[src/rtl/ps2_host_tx_pkg.sv]
// Shared PS/2 definitions for the host-side keyboard transmitter.
// Contents:
//   state_t      - transmitter FSM states
//   CMD_* / RSP_* - common keyboard command and response bytes
//   make_frame() - builds the 10-bit {stop, parity, data} shift frame
package ps2_host_tx_pkg;

  typedef enum logic [2:0] {
    ST_IDLE,
    ST_INHIBIT,
    ST_REQ,
    ST_SEND,
    ST_ACK,
    ST_WAIT_IDLE
  } state_t;

  // Host-to-keyboard commands.
  localparam logic [7:0] CMD_SET_LEDS  = 8'hED;
  localparam logic [7:0] CMD_RESET     = 8'hFF;
  localparam logic [7:0] CMD_TYPEMATIC = 8'hF3;
  localparam logic [7:0] CMD_ENABLE    = 8'hF4;

  // Keyboard-to-host responses.
  localparam logic [7:0] RSP_ACK    = 8'hFA;
  localparam logic [7:0] RSP_RESEND = 8'hFE;

  // Bits shifted out after the start bit: 8 data bits LSB first, odd parity,
  // then the stop bit (1 = line released).
  function automatic logic [9:0] make_frame(input logic [7:0] data);
    return {1'b1, ~^data, data};
  endfunction

endpackage

[src/rtl/ps2_clk_filter.sv]
// PS/2 clock falling-edge detector with glitch rejection.
// Ports:
//   clk, reset - system clock, synchronous active-high reset
//   ps2_clk    - raw (asynchronous) PS/2 clock line
//   fall       - high for one cycle when the line has been high and then
//                low for three consecutive samples
module ps2_clk_filter (
  input  logic clk,
  input  logic reset,
  input  logic ps2_clk,
  output logic fall
);

  // history[3] is the newest sample, history[0] the oldest.
  logic [3:0] history;

  // NOTE: clocked state uses non-blocking assignments so every register in
  // the design samples pre-edge values regardless of statement order.
  always_ff @(posedge clk) begin
    if (reset) begin
      history <= 4'b1111;
    end else begin
      history <= {ps2_clk, history[3:1]};
    end
  end

  // A low pulse shorter than three samples never produces this pattern.
  assign fall = (history == 4'b0001);

endmodule

[src/rtl/ps2_host_tx.sv]
// Host-to-device PS/2 transmitter for the keyboard port.
// Pulls the clock line low to inhibit, presents the start bit, then shifts
// data/parity/stop on device-generated clock falls and checks the ACK bit.
// Ports:
//   clk, reset                      - system clock, synchronous active-high reset
//   ps2_kbd_clk, ps2_kbd_data       - raw PS/2 line samples (asynchronous)
//   ps2_kbd_clk_oe, ps2_kbd_data_oe - 1 = pull the line low (open drain)
//   tx_data, tx_valid, tx_ready     - byte request handshake
//   busy                            - transfer in flight (gate the receiver)
//   tx_done, tx_error               - one-cycle completion / failure pulses
module ps2_host_tx
  import ps2_host_tx_pkg::*;
#(
  parameter int INHIBIT_CYCLES = 2200,
  parameter int TIMEOUT_CYCLES = 43000,
  parameter int CNT_W          = 16
) (
  input  logic       clk,
  input  logic       reset,
  input  logic       ps2_kbd_clk,
  input  logic       ps2_kbd_data,
  output logic       ps2_kbd_clk_oe,
  output logic       ps2_kbd_data_oe,
  input  logic [7:0] tx_data,
  input  logic       tx_valid,
  output logic       tx_ready,
  output logic       busy,
  output logic       tx_done,
  output logic       tx_error
);

  localparam logic [CNT_W-1:0] INHIBIT_LAST = CNT_W'(INHIBIT_CYCLES - 1);
  localparam logic [CNT_W-1:0] TIMEOUT_LAST = CNT_W'(TIMEOUT_CYCLES - 1);

  state_t           state;
  logic [CNT_W-1:0] counter;
  logic [CNT_W-1:0] counter_inc;
  logic [9:0]       frame;
  logic [3:0]       bit_idx;
  logic             fall;
  logic             wd_expired;

  ps2_clk_filter u_clk_filter (
    .clk     (clk),
    .reset   (reset),
    .ps2_clk (ps2_kbd_clk),
    .fall    (fall)
  );

  // Saturating increment: the counter never wraps back to zero.
  assign counter_inc = (counter == '1) ? counter : counter + 1'b1;

  // Watchdog covers everything from clock release to the bus going idle.
  assign wd_expired = (state inside {ST_REQ, ST_SEND, ST_ACK, ST_WAIT_IDLE}) &&
                      (counter == TIMEOUT_LAST);

  assign busy = ~tx_ready;

  always_ff @(posedge clk) begin
    if (reset) begin
      state           <= ST_IDLE;
      ps2_kbd_clk_oe  <= 1'b0;
      ps2_kbd_data_oe <= 1'b0;
      tx_ready        <= 1'b1;
      tx_done         <= 1'b0;
      tx_error        <= 1'b0;
      counter         <= '0;
      bit_idx         <= '0;
      frame           <= '0;
    end else begin
      tx_done  <= 1'b0;
      tx_error <= 1'b0;

      // Expiry wins over a fall seen in the same cycle.
      if (wd_expired) begin
        ps2_kbd_clk_oe  <= 1'b0;
        ps2_kbd_data_oe <= 1'b0;
        tx_error        <= 1'b1;
        tx_ready        <= 1'b1;
        state           <= ST_IDLE;
      end else begin
        case (state)
          ST_IDLE: begin
            ps2_kbd_clk_oe  <= 1'b0;
            ps2_kbd_data_oe <= 1'b0;
            if (tx_valid && tx_ready) begin
              frame          <= make_frame(tx_data);
              counter        <= '0;
              ps2_kbd_clk_oe <= 1'b1;  // inhibit starts on the accept edge
              tx_ready       <= 1'b0;
              state          <= ST_INHIBIT;
            end
          end

          ST_INHIBIT: begin
            if (counter == INHIBIT_LAST) begin
              ps2_kbd_data_oe <= 1'b1;  // start bit
              counter         <= '0;
              bit_idx         <= '0;
              state           <= ST_REQ;
            end else begin
              counter <= counter_inc;
            end
          end

          ST_REQ: begin
            counter        <= counter_inc;
            ps2_kbd_clk_oe <= 1'b0;     // hand the clock to the device
            state          <= ST_SEND;
          end

          ST_SEND: begin
            counter <= counter_inc;
            if (fall) begin
              ps2_kbd_data_oe <= ~frame[bit_idx];
              bit_idx         <= bit_idx + 4'd1;
              if (bit_idx == 4'd9) begin
                state <= ST_ACK;
              end
            end
          end

          ST_ACK: begin
            counter <= counter_inc;
            if (fall) begin
              // The device pulls data low while clocking the ACK bit.
              if (!ps2_kbd_data) begin
                state <= ST_WAIT_IDLE;
              end else begin
                tx_error <= 1'b1;
                tx_ready <= 1'b1;
                state    <= ST_IDLE;
              end
            end
          end

          ST_WAIT_IDLE: begin
            counter <= counter_inc;
            // Raw lines: the device has already stopped clocking here, so a
            // one-cycle-late decision on a metastable sample is harmless.
            if (ps2_kbd_clk && ps2_kbd_data) begin
              tx_done  <= 1'b1;
              tx_ready <= 1'b1;
              state    <= ST_IDLE;
            end
          end

          default: begin
            ps2_kbd_clk_oe  <= 1'b0;
            ps2_kbd_data_oe <= 1'b0;
            tx_ready        <= 1'b1;
            state           <= ST_IDLE;
          end
        endcase
      end
    end
  end

endmodule

[config.mk]
export PLATFORM = sky130hd
export DESIGN_NAME = ps2_host_tx
export DESIGN_NICKNAME = d
export VERILOG_FILES = /design/src/rtl/ps2_host_tx_pkg.sv /design/src/rtl/ps2_clk_filter.sv /design/src/rtl/ps2_host_tx.sv
export SDC_FILE = /design/constraint.sdc
export NUM_CORES = 1
export LEC_CHECK = 0
export CAP_MARGIN = 20
export CORE_UTILIZATION = 29
export DETAILED_ROUTE_END_ITERATION = 16
export PLACE_DENSITY_LB_ADDON = 0.1
export SYNTH_ARGS = -nofsm -noshare
export SYNTH_HDL_FRONTEND = slang
export SYNTH_HIERARCHICAL = 1
export SYNTH_SLANG_ARGS = --single-unit
[constraint.sdc]
create_clock -name clk -period 3.6 [get_ports clk]
set_clock_uncertainty 0.15 [all_clocks]
set_input_delay 0.72 -clock clk [delete_from_list [all_inputs] [get_ports clk]]
set_output_delay 0.72 -clock clk [all_outputs]
set_load 0.01 [all_outputs]
==> After elaboration in Yosys (flattened, before gate mapping) <==
Cells that the tools add are included.
{ "totals": {"ff_bits": 42, "inputBits": 13, "output_inout_bits": 6, "wordCells": 88} }
{ "classes": {"n_addsub": 2, "magnitude_cmp": 1, "eq_ne": 17, "muxes": 32, "n_bitwise": 6, "n_reduce_logical": 20} }
{ "op_table": {"columns": ["cell", "n"], "rows": [
  ["2-to-1 mux 16 bit", 3],
  ["one-hot mux 16 bit (3 select lines)", 1],
  ["== test 16 bit, second input constant", 2],
  ["2-to-1 mux 3 bit", 7],
  ["one-hot mux 3 bit (6 select lines)", 1],
  ["adder 16 x 1 -> 16 bit, second input constant", 1],
  ["== test 16 x 12 -> 1 bit, second input constant", 1],
  ["2-to-1 mux 1 bit", 13],
  ["!= test 2 bit, second input constant", 5],
  ["AND reduction 3 bit", 3],
  ["OR reduction 3 bit", 3],
  ["2-to-1 mux 4 bit", 2],
  ["one-hot mux 4 bit (2 select lines)", 1],
  ["OR reduction 4 bit", 2],
  ["XNOR reduction 8 bit", 1],
  ["== test 3 x 2 -> 1 bit, second input constant", 2],
  ["== test 3 bit, second input constant", 2],
  ["inverter 1 bit", 6],
  ["AND reduction 6 bit", 1],
  ["less-than comparator 4 x 5 -> 1 bit, second input constant", 1],
  ["AND reduction 5 bit", 1],
  ["adder 4 x 1 -> 4 bit, second input constant", 1],
  ["binary-select mux 1 bit (select 4 bit)", 1],
  ["== test 4 x 1 -> 1 bit, second input constant", 1],
  ["13 further kinds", 16]
]} }

==> Logic depth before layout (Yosys ltp) <==
Gate-level depths: netlist of run 1.
{ "logic_depth": {"depth_word": 5, "ltp_mapped": 8, "ltp_nobuf": 8} }

==> By module <==
The synthesis of run 1 kept the hierarchy.
{ "by_module_without_submodules": {"columns": ["module", "n_inst", "cells_each", "area_per_inst_um2", "seq_area_each_um2"], "rows": [
  ["ps2_host_tx", 1, 256, 2167.1, 760.7],
  ["ps2_clk_filter", 1, 9, 120.1, 80.1]
]} }

==> Worst setup path before layout of run 1 <==
No wires, ideal clock.
{ "synth_path": {"kind": "input-to-reg", "startpoint": "in tx_valid", "endpoint": "reg counter[11]", "setup_ns": 0.070, "arrival_time_ns": 1.927, "required_ns": 3.380, "slack_ns": 1.452, "stages": 6, "n_path_buf": 0, "path_cell_list": "nand2_1 and3_4 a311oi_4 nand2_2 or4_1 a21oi_1"} }
{ "synth_between": {"elab_chain_cells": 3} }
{ "synth_rtl": {"columns": ["item", "line_no", "rtl"], "rows": [
  ["start, declared", "ps2_host_tx.sv:25", "input logic tx_valid,"],
  ["logical AND 1 bit", "ps2_host_tx.sv:86", "if (tx_valid && tx_ready) begin"],
  ["!= test 2 bit (no source line)", null, null],
  ["AND reduction 3 bit (no source line)", null, null],
  ["end signal, assigned", "ps2_host_tx.sv:102", "counter <= counter_inc;"],
  ["end signal, assigned", "ps2_host_tx.sv:107", "counter <= counter_inc;"],
  ["end signal, assigned", "ps2_host_tx.sv:113", "counter <= counter_inc;"],
  ["end, declared", "ps2_host_tx.sv:36", "logic [CNT_W-1:0] counter;"]
]} }
No other way between the ends.
A chain may end at the register's enable or synchronous reset.

==> Final worst setup path of run 1 <==
{ "layout_path": {"startpoint": "in tx_valid", "endpoint": "reg counter[9]"} }
The elaborated chain is that of the path after synthesis.

==> results.cfg, run 1 <==
[critical_path]
worst-path-max-fanout = 18
start_kind = input pin
path_class = in -> reg
max_stage_delay_ns = 0.52
cp.required_ns = 3.69
worst_ep_arrival_time_ns = 2.72
critical_path.top_delay_family = simple AND/OR/NAND/NOR gates
endpoint_kind = flip-flop
path_cells = clkdlybuf4s50_1 -> nand2_1 -> and3_4 -> a311oi_4 -> nand2_2 -> or4_1 -> a21oi_1
cp_slowest_cell = or4_1
crit_buf_inv = 1

[grt]
antenna_found_initial = 0
grt_use_total = 0.140
grt_max_degree = 26
grt_overflow_total = 0
grt_pass1_vias = 1894
grt_pass1_wl_um = 9250

[cts]
cts_buffer_depth = 2
cts_root_buf = clkbuf_8
numClockSinks = 42
postCtsHoldBufs = 0
htree_levels = 2
cts_setup_buffers = 0
clk_latency_ns = 0.30
cts_tree = built
cts_buffers = 5
cts.clk_slew.worst_paths_ns = 0.09
cts_resized = 0

[logic_synthesis]
ys_warn_count = 6
syn_area_mm2 = 0.00229
synth.area.top_cells = dfxtp_1 37%, mux2i_1 6.1%, nor2_1 5.6%
synth_nets = 281
synth.top_cell.area_share = 0.368
ys.flop_type = dfxtp_1
avgSynthCellArea_um2 = 8.63
syn_inst = 265
synth_cell_types = 55
synth.yosys.seq_area_share = 0.368
synth_edf_count = 0
yosysTopAreaCell = dfxtp_1
synth-seq-cells = 42
async_flop_share = 0

[power]
seqPwrFrac = 0.490
comb_power_share = 0.202
clkPwrFrac = 0.308
vdd_drop_max_uv = 137
p_leak_uw = 0.000935
swShare = 0.314
internal_power_uw = 725
cellPowerDensity_mw_per_mm2 = 396
power_switching_uw = 332
power_uw = 1060

[timing]
slew_headroom = 0.586
min_period_ns = 2.64
fin_tns_setup_ns = 0
hold_viol = 0
max_freq_mhz = 379
setup_violations = 0
tightest_slew_ns = 0.620
drv_slew = 0
fin_ws_ns = 0.963
grt_setup_unrepaired = no
finalCritPeriodShare = 0.732

[cells_and_area]
antennaDiodeCount = 0
area_growth_pct = 16.7
layout_commonest_cell = dfxtp_1
layout.cells.non_filler = 385
mostFrequentLayoutCells = 42 x dfxtp_1, 34 x nor2_1, 24 x nand2_1
drive_gt1_frac = 0.117
fin_area_mm2 = 0.00267
final_nets = 298

[die]
initial_utilization = 0.298
ios = 19
die_w_um = 90.8
std_cell_rows = 32
dieArea_mm2 = 0.00825
die_y_um = 90.8
coreArea_mm2 = 0.00769

[placed_design]
port_buffers = 18
dp_slack_ns = 0.653
dpl_cell_area_mm2 = 0.00258
place_congestion = 0.756
dpl.cell_count = 377
dp_hpwl_um = 3800

[routing]
via_count = 1952
route.detailed.drc = 0
vias_per_cell = 5.07
wl_per_cell_um = 13.8
wl_um = 5310
dr.pass1.iters = 4
antenna_left = 0
drt-initial-drc-count = 57

[worst_hold_path]
worstHoldPathType = reg -> reg

[run_status]
status = finished clean

[run]
drv_cap = 0
## metrics by stage
| step | util | hold WS, ns |
|---|---|---|
| 2_1_floorplan | - | 0.279 |
| 3_3_place_gp | 0.335 | 0.301 |
| 3_5_place_dp | 0.335 | 0.297 |
| 4_1_cts | 0.347 | 0.321 |
| 5_1_grt | 0.347 | 0.334 |
| 6_report | 0.347 | 0.317 |
## final timing paths
kind	slack, ns	start	end	depth (start not counted)
worst max-delay path	0.96	tx_valid	counter[9]	7
worst min-delay path	0.32	u_clk_filter/history[2]	u_clk_filter/history[1]	1
worst max register to register	1.12	state[2]	counter[9]	6
worst min register to register	0.32	u_clk_filter/history[2]	u_clk_filter/history[1]	1
## registers in the layout (all words and copies together), names as in the netlist
register / flops
counter: 16
frame: 10
bit_idx: 4
u_clk_filter/history: 4
state: 3
ps2_kbd_clk_oe: 1
ps2_kbd_data_oe: 1
tx_done: 1
tx_error: 1
tx_ready: 1
## final cells by class
class,count,area [um^2]
Tap cell,102,128
Multi-Input combinational cell,206,1380
Clock inverter,3,23.8
Inverter,6,22.5
Sequential cell,42,841
Fill cell,833,5020
Timing Repair Buffer,21,203
Clock buffer,5,68.8
## power by group through the flow
stage | Combinational, uW | Clock [uW] | Sequential, uW
2_1_floorplan | 162 | 0 | 516
3_3_place_gp | 217 | 0 | 530
3_5_place_dp | 216 | 0 | 529
4_1_cts | 217 | 341 | 519
5_1_grt | 240 | 360 | 523
6_report | 214 | 325 | 518
## synth_stat cells, types with 4 or more instances
| cell | instances |
|---|---|
| xnor2_1 | 7 |
| nor2_1 | 34 |
| mux2i_1 | 14 |
| nand2_1 | 24 |
| buf_2 | 4 |
| nand4_1 | 4 |
| dfxtp_1 | 42 |
| o21ai_0 | 15 |
| or3_1 | 4 |
| a21oi_1 | 16 |
| nor3_1 | 4 |
| or2_1 | 4 |
| inv_1 | 5 |
| or4_1 | 6 |
| nand3_1 | 13 |
| clkbuf_1 | 7 |
| a211oi_1 | 4 |
## logic make-up after synthesis
group	synth area share
fa+ha+maj	0.0164
compound gates	0.161
flops	0.368
xor+xnor	0.0345
buf+inv	0.0301
simple gates	0.309
mux	0.0810
## routing by layer
metal  wire, um  track usage  up-vias
met5          0            0        -
met2       2370        0.222       22
li1           -            -      996
met1       2750        0.188      929
met4         66       0.0476        0
met3        123       0.0278        5
(Power assumes the default switching activity.)
==> run 2, diff against run 1 <==
==> constraint.sdc (replaced) <==
create_clock -name clk -period 2.6 [get_ports clk]
set_clock_uncertainty 0.15 [all_clocks]
set_input_delay 0.52 -clock clk [delete_from_list [all_inputs] [get_ports clk]]
set_output_delay 0.52 -clock clk [all_outputs]
set_load 0.01 [all_outputs]
==> run 2 against run 1 <==
Effect of this change:
- die area unchanged
- total power up 59%
- via count up 0.97%
- critical path depth unchanged
- combinational power up 60%
- core utilization up 1.9 points
- register-to-register slack worse by 0.73 ns
- sequential cell count unchanged
- global-route usage down 0.42 points
- worst hold slack worse by 0.0032 ns
- clock power up 96%
- critical path type unchanged
- largest cell class unchanged
- largest power group unchanged
==> results.cfg, run 2 (synthesis gave the netlist of run 1 again) <==
[run_status]
status = finished clean

[power]
cellPowerDensity_mw_per_mm2 = 599
p_leak_uw = 0.00103
internal_power_uw = 1230
swShare = 0.272
power_switching_uw = 457
comb_power_share = 0.204
seqPwrFrac = 0.419
vdd_drop_max_uv = 249
clkPwrFrac = 0.378

[routing]
wl_um = 5230
vias_per_cell = 4.95
drt-initial-drc-count = 41
via_count = 1971
antenna_left = 0
route.detailed.drc = 0
dr.pass1.iters = 4
wl_per_cell_um = 13.1

[timing]
finalCritPeriodShare = 0.909
hold_ws_ns = 0.314
fin_ws_ns = 0.236
max_freq_mhz = 423
grt_setup_unrepaired = no
min_period_ns = 2.36
slew_headroom = 0.601
tightest_slew_ns = 0.592
hold_viol = 0
drv_slew = 0
setup_violations = 0

[die]
initial_utilization = 0.298
std_cell_rows = 32
die_w_um = 90.8
die_y_um = 90.8
ios = 19
dieArea_mm2 = 0.00825
coreArea_mm2 = 0.00769

[cts]
postCtsHoldBufs = 0
numClockSinks = 42
cts_tree = built
cts_root_buf = clkbuf_8
htree_levels = 2
cts.clk_slew.worst_paths_ns = 0.09
cts_buffer_depth = 2
clk_latency_ns = 0.30
cts_resized = 0
cts_buffers = 5
cts_setup_buffers = 0

[grt]
grt_max_degree = 26
antenna_found_initial = 0
grt_overflow_total = 0
grt_pass1_vias = 1878
grt_pass1_wl_um = 9000
grt_use_total = 0.135

[cells_and_area]
drive_gt1_frac = 0.155
largestRegisters = counter x16, frame x10
layout_commonest_cell = dfxtp_1
mostFrequentLayoutCells = 42 x dfxtp_1, 34 x nor2_1, 24 x nand2_1
area_growth_pct = 22.9
nFillCells = 818
largest_reg_flops = 16
largest-register = counter
final_util = 0.366
multiInputGateArea_mm2 = 0.00138
register_area_um2 = 841
final_nets = 311
antennaDiodeCount = 0

[placed_design]
port_buffers = 18
dp_hpwl_um = 3860
dp_slack_ns = -0.0877
place_congestion = 0.717

[critical_path]
start_kind = input pin
cp_num_cells = 7
critical_path.top_delay_family = simple AND/OR/NAND/NOR gates
reg2reg_depth = 7
max_stage_delay_ns = 0.50
worst_ep_arrival_time_ns = 2.45
worst-path-max-fanout = 16
endpoint_kind = flip-flop
crit_buf_inv = 1
path_cells = clkdlybuf4s50_1 -> nand2_1 -> and3_4 -> a311oi_4 -> nand2_2 -> or4_1 -> a21oi_1
cp_slowest_cell = or4_1
cp.required_ns = 2.69
path_class = in -> reg

[run]
drv_cap = 0

[worst_hold_path]
holdPathStages = 1
worstHoldPathType = reg -> reg
## run 2: power groups by stage
stage | combinational [uW] | clock [uW] | sequential, uW
after detailed placement | 345 | 0 | 721
after global placement | 346 | 0 | 721
final | 343 | 636 | 705
after global routing | 380 | 677 | 711
after CTS | 347 | 660 | 705
after floorplan | 224 | 0 | 715
## run 2: worst paths after layout
check	startpoint	end	slack, ns
worst min-delay path	u_clk_filter/history[3]	u_clk_filter/history[2]	0.31
worst max register to register	counter[0]	counter[11]	0.39
worst min register to register	u_clk_filter/history[3]	u_clk_filter/history[2]	0.31
worst max-delay path	tx_valid	counter[11]	0.24
## run 2: area by class of cell
type | instances | share of cell area
Multi-Input combinational cell | 206 | 0.492
Tap cell | 102 | 0.0454
Inverter | 6 | 0.00801
Clock inverter | 3 | 0.0245
Timing Repair Buffer | 34 | 0.107
Clock buffer | 5 | 0.0245
Sequential cell | 42 | 0.299
## run 2: stage by stage
step,TNS (ns),cells,instance area [um^2],total power (uW)
after floorplan,0,265,2290,939
after global placement,-0.0988,390,2670,1070
after detailed placement,-0.166,390,2670,1070
after CTS,0,398,2810,1710
after global routing,0,398,2810,1770
final,0,398,2810,1680
## run 2: worst reg2reg max path, delay by kind of cell, from the launching register on
kind,cells,cell delay [ns]
AOI/OAI and AO/OA,2,0.46
and+or+nand+nor,4,0.95
DFF,1,0.32
adders and majority gates,1,0.27
## run 2: routing by layer
| metal | GRT usage | vias up | part of all wire |
|---|---|---|---|
| met2 | 0.222 | 24 | 0.46 |
| met5 | 0 | - | 0 |
| met1 | 0.180 | 913 | 0.51 |
| met3 | 0.0236 | 6 | 0.021 |
| li1 | - | 1028 | - |
| met4 | 0.0437 | 0 | 0.014 |
==> run 3, diff against run 2 <==
--- a/config.mk
+++ b/config.mk
@@ -8,7 +8,7 @@
 export CAP_MARGIN = 20
 export CORE_UTILIZATION = 29
 export DETAILED_ROUTE_END_ITERATION = 16
-export PLACE_DENSITY_LB_ADDON = 0.1
+export PLACE_DENSITY = 0.45
 export SYNTH_ARGS = -nofsm -noshare
 export SYNTH_HDL_FRONTEND = slang
 export SYNTH_HIERARCHICAL = 1
==> run 3 against run 2 <==
Effect of this change:
- sequential power is essentially flat
- critical path depth unchanged
- worst hold slack better by 0.0028 ns
- global-route usage increased by 0.84 points
- largest cell class unchanged
- via count shrank 1.6%
- cell count grew 0.50%
- combinational power increased by 2%
==> results.cfg, run 3 (synthesis gave the netlist of run 1 again) <==
[timing]
slew_headroom = 0.626
setup_violations = 0
finalCritPeriodShare = 0.890
drv_slew = 0
max_freq_mhz = 432
fin_tns_setup_ns = 0
hold_viol = 0
tightest_slew_ns = 0.556
min_period_ns = 2.31
grt_setup_unrepaired = no
fin_ws_ns = 0.285
hold_ws_ns = 0.317

[worst_hold_path]
worstHoldPathType = reg -> reg
holdPathStages = 1

[cts]
clk_latency_ns = 0.29
cts.clk_slew.worst_paths_ns = 0.09
cts_buffers = 5
cts_tree = built
cts_resized = 0
numClockSinks = 42
htree_levels = 2
cts_setup_buffers = 0
cts_buffer_depth = 2
postCtsHoldBufs = 0
cts_root_buf = clkbuf_8

[critical_path]
r2r_start = counter[1]
path_cells = ha_1 -> and4bb_2 -> nand4_2 -> o21ai_2 -> nand3b_4 -> or4_1 -> a21oi_1
max_stage_delay_ns = 0.42
reg2reg_slack_ns = 0.29
worst-path-max-fanout = 6
cp.required_ns = 2.68
startpoint = counter[1]
reg2reg_depth = 7
cp_num_cells = 7
crit_buf_inv = 0
critical_path.top_delay_family = simple AND/OR/NAND/NOR gates
start_kind = flip-flop
cp_slowest_cell = dfxtp_1
endpoint_kind = flip-flop
worst_ep_arrival_time_ns = 2.40
crit_end = bit_idx[2]
r2r_end = bit_idx[2]
path_class = reg -> reg

[cells_and_area]
area_growth_pct = 23.8
largestRegisters = counter x16, frame x10
final_util = 0.368
antennaDiodeCount = 0
largest_reg_flops = 16
final_nets = 313
fin_area_mm2 = 0.00283
layout_commonest_cell = dfxtp_1
largest-register = counter
drive_gt1_frac = 0.161
mostFrequentLayoutCells = 42 x dfxtp_1, 34 x nor2_1, 24 x nand2_1

[die]
initial_utilization = 0.298
coreArea_mm2 = 0.00769
die_y_um = 90.8
die_w_um = 90.8
ios = 19
std_cell_rows = 32
dieArea_mm2 = 0.00825

[power]
swShare = 0.263
vdd_drop_max_uv = 337
seqPwrFrac = 0.415
p_leak_uw = 0.00104
power_switching_uw = 448
comb_power_share = 0.205
cellPowerDensity_mw_per_mm2 = 603
clkPwrFrac = 0.380
internal_power_uw = 1260

[routing]
route.detailed.drc = 0
via_count = 1940
dr.pass1.iters = 4
wl_per_cell_um = 13.3
wl_met2_um = 2340
antenna_left = 0
wl_met3_um = 120
vias_per_cell = 4.85
wl_um = 5330
wl_met1_um = 2810
drt-initial-drc-count = 102
highest_layer = met4

[grt]
grt_use_total = 0.144
grt_pass1_vias = 1929
antenna_found_initial = 0
grt_pass1_wl_um = 9540
grt_overflow_total = 0
grt_max_degree = 26

[placed_design]
port_buffers = 18
dpl_cell_area_mm2 = 0.00269
dp_hpwl_um = 3900
dp_slack_ns = 0.00121
place_congestion = 0.774

[run]
drv_cap = 0

[run_status]
status = finished clean
==> run 3: changes by cell type in the layout (fill, tap and decap cells not counted), sizes merged <==
cell	before	now
clkinv	1	0
clkbuf	5	6
buf	16	18
==> run 3: stage by stage <==
| step | power [uW] | instances |
|---|---|---|
| global placement | 1080 | 392 |
| global route | 1800 | 400 |
| finish | 1710 | 400 |
| detailed placement | 1080 | 392 |
| floorplan | 939 | 265 |
| CTS | 1730 | 400 |
==> run 3: worst min-delay path by stage <==
stage | from | end
finish | u_clk_filter/history[1] | u_clk_filter/history[0]
global route | u_clk_filter/history[1] | u_clk_filter/history[0]
global placement | u_clk_filter/history[2] | u_clk_filter/history[1]
CTS | u_clk_filter/history[1] | u_clk_filter/history[0]
floorplan | u_clk_filter/history[3] | u_clk_filter/history[2]
detailed placement | u_clk_filter/history[1] | u_clk_filter/history[0]
==> run 3: power by group through the flow <==
stage	clock network, uW	registers, uW	logic (uW)
after floorplan	0	715	224
after global placement	0	723	353
after detailed placement	0	723	353
after CTS	669	708	354
after global routing	694	714	392
final	649	708	349
==> run 3: area by class of cell <==
cell class,count,area (um^2)
Fill cell,802,4860
Multi-Input combinational cell,206,1380
Sequential cell,42,841
Timing Repair Buffer,36,315
Tap cell,102,128
Clock buffer,6,82.6
Clock inverter,2,60.1
Inverter,6,22.5
==> run 3: per-layer routing <==
layer	GRT usage	up-vias
met2	0.232	17
met3	0.0278	5
met4	0.0357	0
met1	0.196	895
met5	0	-
li1	-	1023
